==> config.mk <==
export PLATFORM = sky130hd
export DESIGN_NAME = alu_cmd_issuer
export DESIGN_NICKNAME = d
export VERILOG_FILES = /design/src/rtl/alu_pkg.sv /design/src/rtl/alu_cmd_issuer.sv
export SDC_FILE = /design/constraint.sdc
export NUM_CORES = 1
export LEC_CHECK = 0
export CAP_MARGIN = 20
export CORE_ASPECT_RATIO = 1.2
export CORE_MARGIN = 2
export CORE_UTILIZATION = 36
export DETAILED_ROUTE_END_ITERATION = 6
export PLACE_DENSITY = 0.82
export SYNTH_ARGS = -nofsm -noshare
export SYNTH_HDL_FRONTEND = slang
export SYNTH_SLANG_ARGS = --single-unit
==> constraint.sdc <==
create_clock -name clk -period 1.8 [get_ports clk]
set_input_delay 0.36 -clock clk [delete_from_list [all_inputs] [get_ports clk]]
set_output_delay 0.36 -clock clk [all_outputs]
set_load 0.01 [all_outputs]
==> src/rtl/alu_pkg.sv <==
// Shared ALU definitions: opcode constants, issuer FSM state encoding and a
// helper that says which opcodes the attached ALU actually implements.
// Used by alu_cmd_issuer and by the bench-side ALU model.
package alu_pkg;

   localparam logic [2:0] OP_ADD = 3'b000;
   localparam logic [2:0] OP_AND = 3'b001;
   localparam logic [2:0] OP_MUL = 3'b010;
   localparam logic [2:0] OP_NOT = 3'b011;
   localparam logic [2:0] OP_SUB = 3'b100;
   localparam logic [2:0] OP_OR  = 3'b101;
   localparam logic [2:0] OP_DIV = 3'b110;
   localparam logic [2:0] OP_XOR = 3'b111;

   localparam logic [1:0] ST_IDLE  = 2'd0;
   localparam logic [1:0] ST_DRIVE = 2'd1;
   localparam logic [1:0] ST_RESP  = 2'd2;

   // The ALU only implements ADD, AND, NOT and OR; the rest are reserved codes.
   function automatic logic op_is_impl(input logic [2:0] op);
      return (op == OP_ADD) || (op == OP_AND) || (op == OP_NOT) || (op == OP_OR);
   endfunction

endpackage

==> src/rtl/alu_cmd_issuer.sv <==
// Initiator for a combinational ALU. A command accepted over cmd_valid/ready
// is registered onto the ALU inputs, held for a settle window, and the ALU
// result is captured and returned over rsp_valid/ready. A carry register lets
// chained ADDs build multi-word sums across commands.
//
// Optional feature macro: ALU_ISSUER_ERR_EN
//   defined   -> rsp_err port; reserved opcodes return rsp_err=1, result 0
//   undefined -> no rsp_err; ALU output returned as-is for every opcode
//
// state    | meaning
// ---------+-----------------------------------------------------------
// ST_IDLE  | cmd_ready=1, waiting for a command
// ST_DRIVE | operands held on the ALU; settle counter runs, then capture
// ST_RESP  | rsp_valid=1, payload held until the consumer takes it
module alu_cmd_issuer
   import alu_pkg::*;
#(
   parameter int WIDTH         = 32,
   parameter int SETTLE_CYCLES = 1
) (
   input  logic             clk,
   input  logic             rst_n,
   input  logic             cmd_valid,
   output logic             cmd_ready,
   input  logic [2:0]       cmd_opcode,
   input  logic [WIDTH-1:0] cmd_a,
   input  logic [WIDTH-1:0] cmd_b,
   input  logic             cmd_chain,
   output logic             rsp_valid,
   input  logic             rsp_ready,
   output logic [WIDTH-1:0] rsp_result,
   output logic             rsp_carry,
`ifdef ALU_ISSUER_ERR_EN
   output logic             rsp_err,
`endif
   output logic [WIDTH-1:0] alu_a,
   output logic [WIDTH-1:0] alu_b,
   output logic [2:0]       alu_opcode,
   output logic [WIDTH-1:0] alu_carry_in,
   input  logic [WIDTH-1:0] alu_output,
   input  logic [WIDTH-1:0] alu_carry_out
);

   // Counter holds SETTLE_CYCLES-1; at least one bit wide.
   localparam int CNT_W = (SETTLE_CYCLES > 1) ? $clog2(SETTLE_CYCLES) : 1;
   localparam logic [CNT_W-1:0] CNT_LOAD = CNT_W'(SETTLE_CYCLES - 1);

   logic [1:0]       state_q,      state_d;
   logic [CNT_W-1:0] cnt_q,        cnt_d;
   logic             arm_q,        arm_d;
   logic             carry_q,      carry_d;
   logic [WIDTH-1:0] alu_a_q,      alu_a_d;
   logic [WIDTH-1:0] alu_b_q,      alu_b_d;
   logic [2:0]       alu_op_q,     alu_op_d;
   logic             cin_q,        cin_d;
   logic [WIDTH-1:0] rsp_result_q, rsp_result_d;
   logic             rsp_carry_q,  rsp_carry_d;
   logic             rsp_err_q,    rsp_err_d;

   logic             op_is_add;
   logic             op_err;
   logic             unused_carry_hi;

   assign op_is_add = (alu_op_q == OP_ADD);

`ifdef ALU_ISSUER_ERR_EN
   assign op_err = ~op_is_impl(alu_op_q);
`else
   assign op_err = 1'b0;
`endif

   // Only bit 0 of the ALU carry bus carries information.
   assign unused_carry_hi = ^alu_carry_out[WIDTH-1:1];

   // Next-state logic: FSM, settle counter, operand load and result capture.
   always_comb begin
      state_d      = state_q;
      cnt_d        = cnt_q;
      arm_d        = arm_q;
      carry_d      = carry_q;
      alu_a_d      = alu_a_q;
      alu_b_d      = alu_b_q;
      alu_op_d     = alu_op_q;
      cin_d        = cin_q;
      rsp_result_d = rsp_result_q;
      rsp_carry_d  = rsp_carry_q;
      rsp_err_d    = rsp_err_q;

      case (state_q)
         ST_IDLE: begin
            if (cmd_valid) begin
               state_d  = ST_DRIVE;
               alu_a_d  = cmd_a;
               alu_b_d  = cmd_b;
               alu_op_d = cmd_opcode;
               cin_d    = cmd_chain & carry_q;
               cnt_d    = CNT_LOAD;
               arm_d    = 1'b0;
            end
         end

         ST_DRIVE: begin
            // Terminal count arms the capture; the edge after that samples
            // the ALU, giving SETTLE_CYCLES+1 edges from accept to capture.
            if (arm_q) begin
               state_d = ST_RESP;
               arm_d   = 1'b0;
               if (op_err) begin
                  rsp_result_d = '0;
                  rsp_carry_d  = 1'b0;
                  rsp_err_d    = 1'b1;
               end else begin
                  rsp_result_d = alu_output;
                  rsp_carry_d  = op_is_add & alu_carry_out[0];
                  rsp_err_d    = 1'b0;
               end
               if (op_is_add) begin
                  carry_d = alu_carry_out[0];
               end
            end else if (cnt_q == '0) begin
               arm_d = 1'b1;
            end else begin
               cnt_d = cnt_q - 1'b1;
            end
         end

         ST_RESP: begin
            if (rsp_ready) begin
               state_d = ST_IDLE;
            end
         end

         default: begin
            state_d = ST_IDLE;
         end
      endcase
   end

   // State registers with synchronous active-low reset; reset also aborts
   // any command in flight and forgets the chained carry.
   always_ff @(posedge clk) begin
      if (!rst_n) begin
         state_q      <= ST_IDLE;
         cnt_q        <= '0;
         arm_q        <= 1'b0;
         carry_q      <= 1'b0;
         alu_a_q      <= '0;
         alu_b_q      <= '0;
         alu_op_q     <= '0;
         cin_q        <= 1'b0;
         rsp_result_q <= '0;
         rsp_carry_q  <= 1'b0;
         rsp_err_q    <= 1'b0;
      end else begin
         state_q      <= state_d;
         cnt_q        <= cnt_d;
         arm_q        <= arm_d;
         carry_q      <= carry_d;
         alu_a_q      <= alu_a_d;
         alu_b_q      <= alu_b_d;
         alu_op_q     <= alu_op_d;
         cin_q        <= cin_d;
         rsp_result_q <= rsp_result_d;
         rsp_carry_q  <= rsp_carry_d;
         rsp_err_q    <= rsp_err_d;
      end
   end

   assign cmd_ready    = (state_q == ST_IDLE);
   assign rsp_valid    = (state_q == ST_RESP);
   assign rsp_result   = rsp_result_q;
   assign rsp_carry    = rsp_carry_q;
   assign alu_a        = alu_a_q;
   assign alu_b        = alu_b_q;
   assign alu_opcode   = alu_op_q;
   assign alu_carry_in = {{(WIDTH-1){1'b0}}, cin_q};

`ifdef ALU_ISSUER_ERR_EN
   assign rsp_err = rsp_err_q;
`else
   logic unused_err;
   assign unused_err = rsp_err_q;
`endif

endmodule
==> out/results.txt <==
outcome = completed
Final Critical Period = 1659 ps
Mapped Cells = 494
routed length on met3 = 902 um
Peak VDD IR = 0.5707 mV
CP cell instances = clkdlybuf4s50_1
setup TNS = 0 ps
slowest CP cell = clkdlybuf4s50_1
ant diodes = 0
syn_area_per_cell = 8.452 um2
skew final = 6.584 ps
Tightest Hold Check Type = register to register
kind of critical path = register to output port
Pins Over Slew Limit = 0
CTS max path bufs = 2
RSZ-0062 raised after global routing = false
highest routed layer = met4
DRC = 0
crit path launch type = register
Switching Share = 22.64%
CP Max Fanout = 4
layout cells sized above 1 = 3.779%
antenna violations before repair = 0
routed length per instance = 12.86 um
register area share after synthesis = 50.34%
ys flop type = dfxtp_1
endpoints failing setup = 0
Initial Utilization = 36.43%
GR Util All Layers = 16.93%
met2 WL post-DR = 5485 um
GPL Wtd Cong = 0.7357
CTS H-tree depth = 3
first-pass GRT wire length = 16550 um
Yosys top cell by area = dfxtp_1
GRT overflow = 0
Static Leak = 2.434 nW
# rows = 43
CTS clock-pin slew for the worst setup and hold paths = 60 ps
share of the synthesized area in the top cell type = 50.34%
total CTS buffers = 9
switching power total = 1.277 mW
Synth async-reset ratio = 0%
Yosys cell types = 24
Peak Freq = 602.9 MHz
Flop pwr share = 44.6%
Critical Path AT = 1300 ps
final hold vios = 0
via count = 3770
Yosys reg bits = 105
synthesis warning total = 0
Hold Slack = 450.2 ps
drt first pass iters = 4
CP required = 1440 ps
Sink Count = 105
Synth area leaders = dfxtp_1 (50%), nand2_1 (18%), a21boi_0 (15%)
NumNets Final = 821
Crit path buffers/inverters = 1
port buffer count = 207
Die X = 102.3 um
worst-skew pair later-pin latency = 340 ps
vias in the first global route = 3534
CP max stage delay = 590 ps
Detailed Route WL = 10870 um
die height = 122.0 um
met1 wire length = 4146 um
Clock power frac = 39.0%
Placeable Area = 11460 um2
PD cells = 856.5 nW/um2
Root Buffer = clkbuf_16
final HPWL from detailed placement = 7925 um
# Max-Cap Violations = 0
initial drt markers = 118
largest net degree at the start of global routing = 106
Die ar. = 12480 um2
via/cell ratio = 4.462
Area growth syn-to-layout = 57.81%
CP delay by family, top = buffers and inverters
Synth Cell Area = 4175 um2
top-count cell post-synth = nand2_1
CTS tree = done
crit end category = output port
Post-synth top cells = nand2_1 (200), dfxtp_1 (105), a21boi_0 (81)
EDFF count, synth = 0
IO Count = 270
post-cts hold buffer count = 0
crit share post-route = 92.15%
DRT antenna net count = 0
combinational power share = 16.5%
internal power = 4.366 mW
==> layout by cell type (no fill, tap or decap), types with 3 or more instances in the layout <==
cell type,synthesis,layout
nand2_1,200,200
conb_1,1,31
clkbuf_16,0,9
buf_12,0,4
bufinv_16,0,3
clkdlybuf4s50_1,0,204
a21boi_0,81,81
buf_4,34,6
dfxtp_1,105,105
a21boi_1,21,21
==> layout make-up <==
class	instances	area, um2
repair buffers	217	2190
well taps	157	196.4
clock buffers	11	242.7
inverters	2	7.507
flip-flops and latches	105	2102
multi-input cells	350	1760
fillers	1012	4871
clock inverters	3	90.09
==> registers in the layout, indices dropped and copies added, names as in the netlist <==
register and flops:
alu_a 32, alu_b 32, state_q 2, rsp_carry 1, carry_q 1, cin_q 1
arm_q 1, rsp_result 32, alu_opcode 3
==> layer usage <==
layer / global-route usage [%] / vias to the layer above
li1: - / 1891
met1: 18.31 / 1699
met2: 29.61 / 158
met3: 4.819 / 22
met4: 8.917 / 0
met5: 0 / -
==> kinds of logic (layout without fill, tap and decap cells) <==
family                 after synthesis  count (layout)  synth area share (%)
AO/OA/AOI/OAI                      106             106                 19.09
buffers and inverters               69             233                 10.34
flip-flops                         105             105                 50.34
multiplexers                         1               1                0.2397
other                                1              31               0.08981
AND/OR/NAND/NOR                    212             212                 19.90
==> power by group through the flow <==
stage	combinational [mW]	sequential, mW	clock [mW]
after floorplan	0.378	2.62	0
after global placement	0.916	2.56	0
after detailed placement	0.937	2.57	0
after CTS	0.940	2.52	2.26
after global routing	1.01	2.53	2.35
final	0.929	2.52	2.20
==> what timing repair did <==
item                                    CTS  global route
resized for setup                         2             0
endpoints found under the setup margin    2             0
buffers inserted                          0             0
==> per-stage QoR <==
| stage | setup WS (ps) | cell area (um2) | utilization (%) | cells | total power [mW] |
|---|---|---|---|---|---|
| after floorplan | 424.6 | 4288 | - | 524 | 2.996 |
| after CTS | 128.7 | 6589 | 57.50 | 845 | 5.717 |
| final | 141.3 | 6589 | 57.50 | 845 | 5.643 |
| after global placement | -101.6 | 6259 | 54.61 | 831 | 3.478 |
| after detailed placement | -148.1 | 6259 | 54.61 | 831 | 3.508 |
| after global routing | 79.63 | 6589 | 57.50 | 845 | 5.891 |
==> final timing paths <==
path                         startpoint                endpoint  slack (ps)  depth (start not counted)
max          alu_opcode[1]$_SDFFE_PN0P_           alu_opcode[1]         140                          1
min                  cin_q$_SDFFE_PN0P_      cin_q$_SDFFE_PN0P_         450                          2
max reg2reg     state_q[1]$_SDFFE_PN0P_  alu_a[12]$_SDFFE_PN0P_         210                          5
min reg2reg          cin_q$_SDFFE_PN0P_      cin_q$_SDFFE_PN0P_         450                          2
No activity file was read; power rests on OpenSTA's default activity.
